**config.mk**
```make
export PLATFORM = sky130hd
export DESIGN_NAME = red_pitaya_trig_sched
export DESIGN_NICKNAME = d
export VERILOG_FILES = /design/src/rtl/red_pitaya_trig_sched_pkg.sv /design/src/rtl/red_pitaya_trig_pulse.sv /design/src/rtl/red_pitaya_trig_sched.sv
export SDC_FILE = /design/constraint.sdc
export NUM_CORES = 1
export LEC_CHECK = 0
export BUFFER_PORTS_ARGS = -buffer_cell sky130_fd_sc_hd__clkbuf_2
export CAP_MARGIN = 20
export CORE_UTILIZATION = 45
export CTS_CLUSTER_SIZE = 10
export DETAILED_ROUTE_END_ITERATION = 10
export MAX_ROUTING_LAYER = met4
export SETUP_SLACK_MARGIN = 0.15
export SKIP_CTS_REPAIR_TIMING = 1
export SYNTH_ARGS = -nofsm -noshare
export SYNTH_HDL_FRONTEND = slang
export SYNTH_HIERARCHICAL = 1
export SYNTH_SLANG_ARGS = --single-unit
export TNS_END_PERCENT = 50
```
**constraint.sdc**
```tcl
create_clock -name dac_clk_i -period 4.9 [get_ports dac_clk_i]
set_input_delay 0.245 -clock dac_clk_i [delete_from_list [all_inputs] [get_ports dac_clk_i]]
set_output_delay 0.245 -clock dac_clk_i [all_outputs]
set_load 0.02 [all_outputs]
```
**src/rtl/red_pitaya_trig_sched_pkg.sv**
```systemverilog
// Shared encodings for the trigger scheduler: start-source selection and
// FSM state codes.
package red_pitaya_trig_sched_pkg;

  localparam logic [1:0] SRC_SW    = 2'd0;
  localparam logic [1:0] SRC_EXT_R = 2'd1;
  localparam logic [1:0] SRC_EXT_F = 2'd2;
  localparam logic [1:0] SRC_FREE  = 2'd3;

  localparam logic [1:0] ST_IDLE = 2'd0;
  localparam logic [1:0] ST_RUN  = 2'd1;
  localparam logic [1:0] ST_DONE = 2'd2;

endpackage

```
**src/rtl/red_pitaya_trig_pulse.sv**
```systemverilog
// Loadable down-counter pulse stretcher. A fire (re)loads the counter with
// max(len, 1) and the registered level stays high while the count is non-zero.
module red_pitaya_trig_pulse #(
  parameter int LW = 16
) (
  input  logic          clk,
  input  logic          rst_n,
  input  logic          clr,
  input  logic          fire,
  input  logic [LW-1:0] len,
  output logic          level
);

  logic [LW-1:0] cnt;
  logic [LW-1:0] cnt_nxt;

  function automatic logic [LW-1:0] floor_one(input logic [LW-1:0] v);
    return (v == '0) ? LW'(1) : v;
  endfunction

  // Next count: clear dominates, then reload on fire, else count down to zero.
  always_comb begin
    cnt_nxt = cnt;
    if (clr)
      cnt_nxt = '0;
    else if (fire)
      cnt_nxt = floor_one(len);
    else if (cnt != '0)
      cnt_nxt = cnt - LW'(1);
  end

  // Counter and registered output level.
  always_ff @(posedge clk or negedge rst_n) begin
    if (!rst_n) begin
      cnt   <= '0;
      level <= 1'b0;
    end else begin
      cnt   <= cnt_nxt;
      level <= (cnt_nxt != '0);
    end
  end

endmodule

```
**src/rtl/red_pitaya_trig_sched.sv**
```systemverilog
// Trigger scheduler: on a start event it issues nburst periods of trig_a /
// trig_b pulses, B offset from A by dly_b clocks, each pulse stretched to the
// programmed width. Configuration is shadowed at start.
module red_pitaya_trig_sched
  import red_pitaya_trig_sched_pkg::*;
#(
  parameter int PW = 32,
  parameter int NW = 16,
  parameter int LW = 16
) (
  input  logic          dac_clk_i,
  input  logic          dac_rstn_i,
  input  logic          cfg_en_i,
  input  logic [1:0]    cfg_src_i,
  input  logic [PW-1:0] cfg_period_i,
  input  logic [NW-1:0] cfg_nburst_i,
  input  logic [PW-1:0] cfg_dly_b_i,
  input  logic [LW-1:0] cfg_pulse_i,
  input  logic          sw_trig_i,
  input  logic          ext_trig_i,
  output logic          trig_a_o,
  output logic          trig_b_o,
  output logic          busy_o,
  output logic          done_o,
  output logic [NW-1:0] burst_cnt_o
);

  logic [1:0]    state;
  logic [PW-1:0] phase;
  logic [PW-1:0] per_s;
  logic [PW-1:0] dly_s;
  logic [NW-1:0] nb_s;
  logic [LW-1:0] pls_s;
  logic [NW-1:0] burst_cnt;
  logic [NW-1:0] cnt_nxt;
  logic          sync1, sync2, hist;
  logic          edge_r, edge_f;
  logic          start;
  logic          run;
  logic          fire_a, fire_b;
  logic          last;
  logic          clr;

  function automatic logic [PW-1:0] floor_one(input logic [PW-1:0] v);
    return (v == '0) ? PW'(1) : v;
  endfunction

  // Two-flop synchroniser plus history flop for external edge detection.
  always_ff @(posedge dac_clk_i or negedge dac_rstn_i) begin
    if (!dac_rstn_i) begin
      sync1 <= 1'b0;
      sync2 <= 1'b0;
      hist  <= 1'b0;
    end else begin
      sync1 <= ext_trig_i;
      sync2 <= sync1;
      hist  <= sync2;
    end
  end

  assign edge_r = sync2 & ~hist;
  assign edge_f = ~sync2 & hist;

  // Start event according to the selected source.
  always_comb begin
    start = 1'b0;
    case (cfg_src_i)
      SRC_SW:    start = sw_trig_i;
      SRC_EXT_R: start = edge_r;
      SRC_EXT_F: start = edge_f;
      SRC_FREE:  start = 1'b1;
      default:   start = 1'b0;
    endcase
  end

  assign run     = (state == ST_RUN);
  assign fire_a  = run & cfg_en_i & (phase == '0);
  assign fire_b  = run & cfg_en_i & (phase == dly_s);
  // Count including this cycle's A fire, so period 1 terminates on time.
  assign cnt_nxt = burst_cnt + {{(NW-1){1'b0}}, fire_a};
  assign last    = run & (nb_s != '0) & (phase == (per_s - PW'(1))) & (cnt_nxt == nb_s);
  assign clr     = ~cfg_en_i;

  // Scheduler FSM, phase counter, burst counter and shadow configuration.
  always_ff @(posedge dac_clk_i or negedge dac_rstn_i) begin
    if (!dac_rstn_i) begin
      state     <= ST_IDLE;
      phase     <= '0;
      per_s     <= '0;
      dly_s     <= '0;
      nb_s      <= '0;
      pls_s     <= '0;
      burst_cnt <= '0;
      busy_o    <= 1'b0;
      done_o    <= 1'b0;
    end else if (!cfg_en_i) begin
      state  <= ST_IDLE;
      busy_o <= 1'b0;
      done_o <= 1'b0;
    end else begin
      case (state)
        ST_IDLE: begin
          done_o <= 1'b0;
          if (start) begin
            per_s     <= floor_one(cfg_period_i);
            dly_s     <= cfg_dly_b_i;
            nb_s      <= cfg_nburst_i;
            pls_s     <= cfg_pulse_i;
            phase     <= '0;
            burst_cnt <= '0;
            busy_o    <= 1'b1;
            state     <= ST_RUN;
          end
        end
        ST_RUN: begin
          burst_cnt <= cnt_nxt;
          if (last) begin
            state  <= ST_DONE;
            busy_o <= 1'b0;
            done_o <= 1'b1;
          end else if (phase == (per_s - PW'(1))) begin
            phase <= '0;
          end else begin
            phase <= phase + PW'(1);
          end
        end
        ST_DONE: begin
          done_o <= 1'b0;
          state  <= ST_IDLE;
        end
        default: begin
          state  <= ST_IDLE;
          busy_o <= 1'b0;
          done_o <= 1'b0;
        end
      endcase
    end
  end

  assign burst_cnt_o = burst_cnt;

  red_pitaya_trig_pulse #(.LW(LW)) u_pulse_a (
    .clk   (dac_clk_i),
    .rst_n (dac_rstn_i),
    .clr   (clr),
    .fire  (fire_a),
    .len   (pls_s),
    .level (trig_a_o)
  );

  red_pitaya_trig_pulse #(.LW(LW)) u_pulse_b (
    .clk   (dac_clk_i),
    .rst_n (dac_rstn_i),
    .clr   (clr),
    .fire  (fire_b),
    .len   (pls_s),
    .level (trig_b_o)
  );

endmodule

```
==> results.md, run 1 <==
- CTS tree: done
- Final setup viols: 0
- GRT Util Overall: between 20 and 30%
- First-pass GRT wire length: 54500 microns
- Cells after DPL: about 1700
- # diodes: 0
- Max Transition Viols Final: 0
- DRT Wirelength: 34800 microns
- Cells after Synth: about 1300
- Detailed Routing Iterations Pass 1: 7
- Final period util: between 90% and 100%
- Fin Setup TNS: 0 ns
- Layout cell share with drive strength beyond 1: ~18%
- Post-synth EDFFs: 0
- P_leak: around 5.8 nW
- Crit path kind: reg -> reg
- GPL Wtd Cong: 0.899
- Failing checks: negative hold slack
- Fmax: roughly 0.22 GHz
- Final Non-Filler Cells: approximately 1800
- Worst VDD drop: between 0.2 and 0.25 mV
- First DRT Iteration DRCs: 888
- CP required: approximately 5.2 ns
- Register area share after synthesis: 39.7%
- Die Y: roughly 160 microns
- CTS Buffer Depth: 2
- Die area: roughly 0.027 sq mm
- Count leader, synth: nand2_1
- Min-delay worst type: in -> reg
- CTS Root Cell: clkbuf_16
- Crit path time final: between 4 and 5 ns
- Layout area overhead: 14.5%
- Hold_ws: -0.0114 ns
- Final #Nets: 1530
- Total clock sinks: between 150 and 200
- Yosys reg bits: about 190
- Fin. Hold Viols: 15
- WHS Path Cells: 3
- Grt ovf: 0
- Yosys cell types: 83
- H-tree depth: 4
- DP Area: 0.0125 sq mm
- DRC: 0
- Rel. slew slack: between 30% and 40%
- Synth top cells by count: 257 x nand2_1, 185 x dfrtp_1, 79 x nor2_1, 58 x xnor2_1, 56 x clkbuf_1
- Cell Area, Synth: 0.0117 sq mm
- Main flop type after synthesis: dfrtp_1
- Initial antenna violation count: 0
- Largest net degree at the start of global routing: 110
- Final HPWL DP: 25000 microns
- Avg WL per Cell: 19.8 microns
- Via count: ~10000
- Post-route cell area: about 0.013 sq mm
- CP Launch Type: register
- Ys Warns: 6
- I/O Pins: 123
- Slew @ Worst Pin: a little under 1 ns
- CP max FO: 20
- Cells on worst reg2reg path: 10
- Vias in the first global route: around 9600
- Remaining antenna violation count: 0
- Die X: around 160 microns
- Vias/cell: between 5 and 6
- Largest area contributor in the netlist: dfrtp_1
- CP Capture Type: register
- Cell row count: 58
- Layout Skew: approximately 0.016 ns
- Power Density: between 400 and 500 mW/mm^2
- Synthesized Nets: about 1400
- Num CTS Buffers: 17
- Async S/R FF share, synth: 100%
- Area share of the largest cell type after synthesis: 39.7%
- IO buf count: 122
- CP arrival: roughly 4.8 ns
- Clk pin slew, worst setup/hold paths: roughly 0.08 ns
- Initial Util: 46.1%
- Status: finished, violations left
- Latest clock arrival within the worst-skew pair: between 0.4 and 0.5 ns
- RSZ-0062 raised after global routing: no
- Syn Area/Cell: 8.88 sq um
- Core ar.: between 0.02 and 0.03 sq mm
- Top cells by area, synth: dfrtp_1 40%, nand2_1 8.3%, xnor2_1 4.4%
- Max cap viols: 0
==> registers in the layout, indices dropped and copies added, names as in the netlist, 2 cells and up <==
signal and count:
dly_s 32, per_s 32, phase 32, burst_cnt_o 16, nb_s 16, pls_s 16, u_pulse_a/cnt 16, u_pulse_b/cnt 16
state 2
==> critical path, stage by stage, from the launching register on <==
cell       delay, ns
dfrtp_1         0.53
or4_1           0.75
or4_4           0.61
or3_1           0.35
xnor2_1         0.15
or4_1           0.55
a2111oi_4       0.48
a21oi_2         0.36
nand3_1         0.18
buf_4           0.28
o22ai_1         0.13
==> report_power, final <==
group	switching (mW)	internal (mW)	total, mW
Sequential	0.413	1.83	2.24
Clock	0.709	0.736	1.45
Combinational	1.15	0.865	2.02
==> metal layers <==
layer | global-route usage (%) | share of wire (%) | vias up
met3 | 4.22 | 5.2 | 41
met1 | 38.2 | 46 | 5020
met5 | - | 0 | -
met4 | 6.97 | 1.7 | 0
li1 | - | - | 4989
met2 | 41.6 | 47 | 354
==> layout by cell type, fill, tap and decap left out, types with 9 or more instances in the layout <==
cell type and instances:
a211oi_2 9, a21oi_1 19, a22o_1 29, and3_1 9, and4_1 10, buf_4 26
clkbuf_16 17, clkbuf_2 121, dfrtp_1 185, dlygate4sd3_1 18, ha_1 9, inv_1 43
mux2i_1 17, nand2_1 257, nand2b_1 12, nand3_1 39, nand3b_1 9, nand4_1 37
nor2_1 77, nor3_1 26, nor4_1 45, o211a_1 11, o21ai_0 36, o22ai_1 17
o31ai_1 30, or3_1 23, or4_1 27, xnor2_1 58, xor2_1 31
==> kinds of logic (layout without fill, tap and decap cells) <==
family | count (synthesis) | count (layout) | share of synthesized area, %
AO/OA/AOI/OAI | 247 | 247 | 17.5
AND/OR/NAND/NOR | 632 | 633 | 27.9
flip-flops | 185 | 185 | 39.7
multiplexers | 22 | 22 | 2.07
buffers and inverters | 130 | 246 | 5.24
adder cells (fa/ha/maj) | 9 | 9 | 0.965
XOR/XNOR | 89 | 89 | 6.68
==> path summary, 6_finish.rpt <==
| kind | startpoint | endpoint | slack, ns |
|---|---|---|---|
| worst max-delay path | per_s[6]$_DFFE_PN0P_ | phase[23]$_DFFE_PN0P_ | 0.39 |
| worst min-delay path | cfg_pulse_i[11] | pls_s[11]$_DFFE_PN0P_ | -0.01 |
| worst max register to register | per_s[6]$_DFFE_PN0P_ | phase[23]$_DFFE_PN0P_ | 0.39 |
| worst min register to register | sync1$_DFF_PN0_ | sync2$_DFF_PN0_ | 0.36 |
| max in group asynchronous | dac_rstn_i | phase[3]$_DFFE_PN0P_ | 3.32 |
| min in group asynchronous | dac_rstn_i | per_s[23]$_DFFE_PN0P_ | 0.46 |
==> stage by stage <==
| step | setup slack, ns | utilization (%) | power (mW) |
|---|---|---|---|
| 6_report | 0.392 | 52.8 | 5.70 |
| 5_1_grt | 0.127 | 52.8 | 6.04 |
| 4_1_cts | 0.263 | 51.7 | 5.68 |
| 3_5_place_dp | 0.295 | 49.3 | 4.23 |
| 3_3_place_gp | 0.375 | 49.3 | 4.21 |
| 2_1_floorplan | 0.587 | - | 3.67 |
==> cell type report <==
type                            instances  area [sq um]
Clock buffer                           17           425
Clock inverter                         15           174
Fill cell                            2376         12000
Inverter                               45           169
Multi-Input combinational cell       1000          6500
Sequential cell                       185          4630
Tap cell                              330           413
Timing Repair Buffer                  169          1050
No activity file was read; power rests on OpenSTA's default activity.
==> run 2, diff against run 1 <==
Settings changed: ABC_AREA set to 1.
==> results.md, run 2 <==
- CTS tree: done
- Layout cell share with drive strength beyond 1: 15.2%
- RSZ-0062 raised after global routing: no
- Min-delay worst type: in -> reg
- DRC: 0
- Area share of the largest cell type after synthesis: 36.2%
- First DRT Iteration DRCs: ~950
- Core ar.: around 0.028 sq mm
- Die Y: approximately 170 microns
- WHS Endpoint: per_s[25]$_DFFE_PN0P_
- Cell Area, Synth: 0.0128 sq mm
- Final setup viols: 0
- Worst VDD drop: ~0.28 mV
- Hold_ws: around 0.017 ns
- CP Capture Type: register
- Post-synth EDFFs: 0
- Avg WL per Cell: ~15 microns
- Ys Warns: 6
- CP Launch Type: register
- Max cap viols: 0
- Cells on worst reg2reg path: 20
- CTS Buffer Depth: 2
- Final period util: slightly below 90%
- Die area: 0.0291 sq mm
- Vias/cell: between 5 and 6
- CP arrival: between 4 and 5 ns
- Fin. Hold Viols: 0
- Rel. slew slack: around a third
- Yosys cell types: 43
- Register area share after synthesis: a little over a third
- CP required: 5.24 ns
- Top Registers: dly_s: 32 flops, per_s: 32 flops, phase: 32 flops
- GRT Util Overall: a little over a quarter
- Vias in the first global route: 11200
- Total clock sinks: roughly 190
- HP Start: cfg_period_i[25]
- Finished Core Util: 51.4%
- RR Endpoint: phase[16]$_DFFE_PN0P_
- R2r setup slk: approximately 0.63 ns
- Fin Setup TNS: 0 ns
- Synth top cells by count: 551 x nand2_1, 286 x nor2_1, 230 x inv_1, 185 x dfrtp_1, 138 x nand3_1
- Largest area contributor in the netlist: dfrtp_1
- Yosys reg bits: between 150 and 200
- GPL Wtd Cong: around 0.96
- Status: finished clean
- Main flop type after synthesis: dfrtp_1
- Detailed Routing Iterations Pass 1: 6
- # diodes: 0
- Latest clock arrival within the worst-skew pair: 0.45 ns
- Via count: 11900
- Syn Area/Cell: about 6.9 sq um
- Power Density: around 430 mW/mm^2
- IO buf count: between 100 and 150
- Clk pin slew, worst setup/hold paths: 0.07 ns
- Count leader, synth: nand2_1
- Commonest non-fill, non-tap cell in the layout: nand2_1
- I/O Pins: 123
- Synthesized Nets: 1967
- WHS Path Cells: 3
- Final #Nets: around 2100
- Fmax: between 0.2 and 0.25 GHz
- DRT Wirelength: between 30000 and 40000 microns
- CP max FO: 34
- Die X: approximately 170 microns
- RR Startpoint: phase[20]$_DFFE_PN0P_
- Initial antenna violation count: 0
- Final HPWL DP: roughly 27000 microns
- P_leak: between 7 and 8 nW
- First-pass GRT wire length: about 58000 microns
- Max Transition Viols Final: 0
- Grt ovf: 0
- Layout area overhead: 12.1%
- H-tree depth: 4
- Initial Util: approximately 46%
- Cells after Synth: 1855
- Most frequent cells in the layout: 550 x nand2_1, 286 x nor2_1, 230 x inv_1
- Remaining antenna violation count: 0
- Crit path kind: reg -> reg
- Async S/R FF share, synth: 100%
- Crit path time final: between 4 and 5 ns
- CTS Root Cell: clkbuf_16
- Top cells by area, synth: dfrtp_1 36%, nand2_1 16%, nor2_1 8.4%
- Largest net degree at the start of global routing: about 100
- Cell row count: 61
- Slew @ Worst Pin: roughly 0.99 ns
- Layout Skew: around 0.011 ns
- Num CTS Buffers: 17
## run 2: changes by cell type after synthesis, moves of 34 or more
| cell | change |
|---|---|
| nor2_1 | +207 |
| nand3_1 | +99 |
| xnor2_1 | -34 |
| xor2_1 | +35 |
| nand2_1 | +294 |
| mux2_2 | +49 |
| inv_1 | +187 |
## run 2: cells by family after synthesis
| kind of cell | after synthesis | synth area share, % |
|---|---|---|
| buffers and inverters | 300 | 9.39 |
| AND/OR/NAND/NOR | 1126 | 38.4 |
| AO/OA/AOI/OAI | 90 | 3.97 |
| XOR/XNOR | 92 | 6.52 |
| flip-flops | 185 | 36.2 |
| adder cells (fa/ha/maj) | 9 | 0.881 |
| multiplexers | 53 | 4.67 |
## run 2: metrics by stage
stage,area (sq um),total power [mW],cells,worst slack (ns)
2_1_floorplan,12800,4.07,1855,1.57
3_3_place_gp,13700,4.64,2310,0.752
3_5_place_dp,13700,4.67,2310,0.708
4_1_cts,14300,6.16,2342,0.661
5_1_grt,14300,6.63,2344,0.227
6_report,14300,6.11,2344,0.632
## run 2: how the worst max path moves through the flow
stage	from	to	cells after the start
6_report	phase[20]$_DFFE_PN0P_	phase[16]$_DFFE_PN0P_	20
2_1_floorplan	state[1]$_DFFE_PN0P_	phase[10]$_DFFE_PN0P_	20
5_1_grt	phase[20]$_DFFE_PN0P_	phase[21]$_DFFE_PN0P_	22
4_1_cts	phase[20]$_DFFE_PN0P_	phase[9]$_DFFE_PN0P_	20
3_5_place_dp	state[1]$_DFFE_PN0P_	phase[28]$_DFFE_PN0P_	20
3_3_place_gp	phase[20]$_DFFE_PN0P_	phase[15]$_DFFE_PN0P_	24
## run 2: area by class of cell
class / count / area (sq um)
Fill cell: 2839 / 13500
Sequential cell: 185 / 4630
Clock buffer: 17 / 425
Timing Repair Buffer: 141 / 767
Multi-Input combinational cell: 1370 / 6960
Clock inverter: 15 / 179
Tap cell: 378 / 473
Inverter: 238 / 893
## run 2: per-layer routing
| layer | vias to the layer above | track usage [%] | share of wire (%) |
|---|---|---|---|
| met4 | 0 | 7.83 | 2.1 |
| met5 | - | - | 0 |
| met2 | 307 | 43.3 | 48 |
| met1 | 5521 | 33.8 | 46 |
| met3 | 49 | 4.28 | 4.4 |
| li1 | 5989 | - | - |
## run 2: where the power goes
part	switching, mW	leakage, nW	internal, mW	total (mW)
Combinational	1.50	4.97	0.914	2.41
Clock	0.690	0.292	0.774	1.46
Sequential	0.382	2.34	1.85	2.23
## run 2: worst max-delay path, stage by stage (launching register included)
cell	delay [ns]
dfrtp_1	0.53
inv_1	0.22
nand4_1	0.12
nor4_1	0.29
nand4_1	0.24
nor4_1	0.28
buf_4	0.18
ha_1	0.18
nand2_1	0.09
nor2_1	0.17
nand2_1	0.14
nor2_2	0.18
xnor3_1	0.25
nor2_1	0.10
nand3_1	0.07
nor2_1	0.20
nand3_4	0.14
nand2_8	0.22
nand2_4	0.28
nand2_1	0.17
nand2_1	0.07
==> run 3, diff against run 2 <==
Clock period 4.9 ns to 5 ns, I/O delays scaled along.
==> results.md, run 3 (synthesis gave the netlist of run 2 again) <==
- Remaining antenna violation count: 0
- Hold_ws: around 0.016 ns
- Final worst slack: about 0.66 ns
- Final #Nets: slightly above 2000
- Slew @ Worst Pin: about 1 ns
- Rel. slew slack: about a third
- RSZ-0062 raised after global routing: no
- Min-delay worst type: in -> reg
- Top Registers: dly_s: 32 flops, per_s: 32 flops, phase: 32 flops
- Final period util: between 80% and 90%
- Fmax: approximately 0.23 GHz
- Cells after DPL: 2314
- GRT Util Overall: a little over a quarter
- CP max FO: 34
- GPL Wtd Cong: 0.994
- CP Capture Type: register
- Layout cell share with drive strength beyond 1: between 10% and 20%
- Layout Skew: around 0.015 ns
- Final Non-Filler Cells: approximately 2300
- Vias in the first global route: between 10000 and 15000
- RR Startpoint: phase[0]$_DFFE_PN0P_
- Final HPWL DP: approximately 27000 microns
- Die X: 171 microns
- CP required: roughly 5.3 ns
- Die Y: between 150 and 200 microns
- HP Start: cfg_period_i[8]
- Detailed Routing Iterations Pass 1: 8
- Num CTS Buffers: 17
- # fillers: about 2800
- Largest net degree at the start of global routing: 84
- Worst Setup SP: phase[0]$_DFFE_PN0P_
- Initial antenna violation count: 0
- CP arrival: roughly 4.7 ns
- WHS Endpoint: per_s[8]$_DFFE_PN0P_
- Place WS: ~0.43 ns
- DRC: 0
- Fin. Hold Viols: 0
- CTS Root Cell: clkbuf_16
- CTS tree: done
- Initial Util: between 40% and 50%
- First DRT Iteration DRCs: 963
- H-tree depth: 4
- Via count: approximately 12000
- Core ar.: ~0.028 sq mm
- Cell row count: 61
- Max cap viols: 0
- Crit path time final: 4.34 ns
- Layout area overhead: 12.6%
- WHS Path Cells: 3
- Commonest non-fill, non-tap cell in the layout: nand2_1
- CP Launch Type: register
- Total clock sinks: about 190
- CTS Buffer Depth: 2
- R2r setup slk: 0.66 ns
- Avg WL per Cell: approximately 15 microns
- DRT Wirelength: ~36000 microns
- IO buf count: ~120
- Most frequent cells in the layout: 550 x nand2_1, 286 x nor2_1, 230 x inv_1
- Max Transition Viols Final: 0
- Grt ovf: 0
- I/O Pins: about 120
- RR Endpoint: phase[12]$_DFFE_PN0P_
- First-pass GRT wire length: between 50000 and 60000 microns
- Crit path kind: reg -> reg
- Die area: between 0.02 and 0.03 sq mm
- # diodes: 0
- Vias/cell: a little over 5
- P_leak: approximately 7.6 nW
- Final setup viols: 0
- Worst VDD drop: about 0.23 mV
- Power Density: about 420 mW/mm^2
- Finished Core Util: 51.7%
- Status: finished clean
- Clk pin slew, worst setup/hold paths: roughly 0.080 ns
- Fin Setup TNS: 0 ns
- Cells on worst reg2reg path: 18
- Latest clock arrival within the worst-skew pair: roughly 0.45 ns
[run 3: cell count changes in the layout (fill, tap and decap cells not counted)]
cell	delta
clkbuf_8	+1
inv_6	-4
clkbuf_1	+1
buf_4	+4
inv_8	+1
nor4_1	-1
bufinv_16	+1
nor4_2	+1
[run 3: area by class of cell]
type / count / area, sq um / area share [%]
inverter: 238 / 893 / 6.21
timing repair buffer: 145 / 797 / 5.54
clock inverter: 13 / 185 / 1.29
clock buffer: 19 / 443 / 3.08
tap: 378 / 473 / 3.29
multi-input combinational: 1370 / 6970 / 48.4
sequential: 185 / 4630 / 32.2
[run 3: power by group]
part           switching [mW]  total [mW]  internal, mW
Sequential              0.389        2.20          1.81
Combinational            1.46        2.35         0.891
Clock                   0.667        1.49         0.820
Total                    2.52        6.04          3.52
[run 3: through the flow]
| step | area (sq um) | total power [mW] |
|---|---|---|
| detailed placement | 13700 | 4.58 |
| finish | 14400 | 6.04 |
| floorplan | 12800 | 3.99 |
| global placement | 13700 | 4.55 |
| global route | 14400 | 6.52 |
| CTS | 14400 | 6.07 |
[run 3: how the worst max path moves through the flow]
stage | end | slack [ns] | cells after the start
CTS | phase[12]$_DFFE_PN0P_ | 0.34 | 21
global placement | phase[10]$_DFFE_PN0P_ | 0.58 | 21
detailed placement | phase[14]$_DFFE_PN0P_ | 0.43 | 21
finish | phase[12]$_DFFE_PN0P_ | 0.66 | 18
global route | phase[12]$_DFFE_PN0P_ | 0.28 | 25
floorplan | phase[10]$_DFFE_PN0P_ | 1.67 | 20
[run 3: worst max-delay path, stage by stage (launching register included)]
cell and delay [ns]:
dfrtp_1 0.49, inv_1 0.28, ha_1 0.19, nand3_1 0.10, nor4_2 0.63, ha_1 0.31, nand2_1 0.10, nor2_1 0.16
nand2_1 0.14, nor2_2 0.19, nand2_1 0.14, xnor3_1 0.24, nand3_1 0.08, nor2_1 0.21, nand3_4 0.14, nand2_8 0.23
nand2_4 0.29, nand2_1 0.21, nand2_1 0.07
[run 3: routing by layer]
| layer | track usage (%) | vias up | wire [microns] |
|---|---|---|---|
| met5 | - | - | 0 |
| met4 | 8.38 | 0 | 958 |
| met3 | 3.68 | 68 | 1560 |
| met2 | 42.9 | 302 | 17000 |
| met1 | 33.3 | 5517 | 16100 |
| li1 | - | 6003 | - |
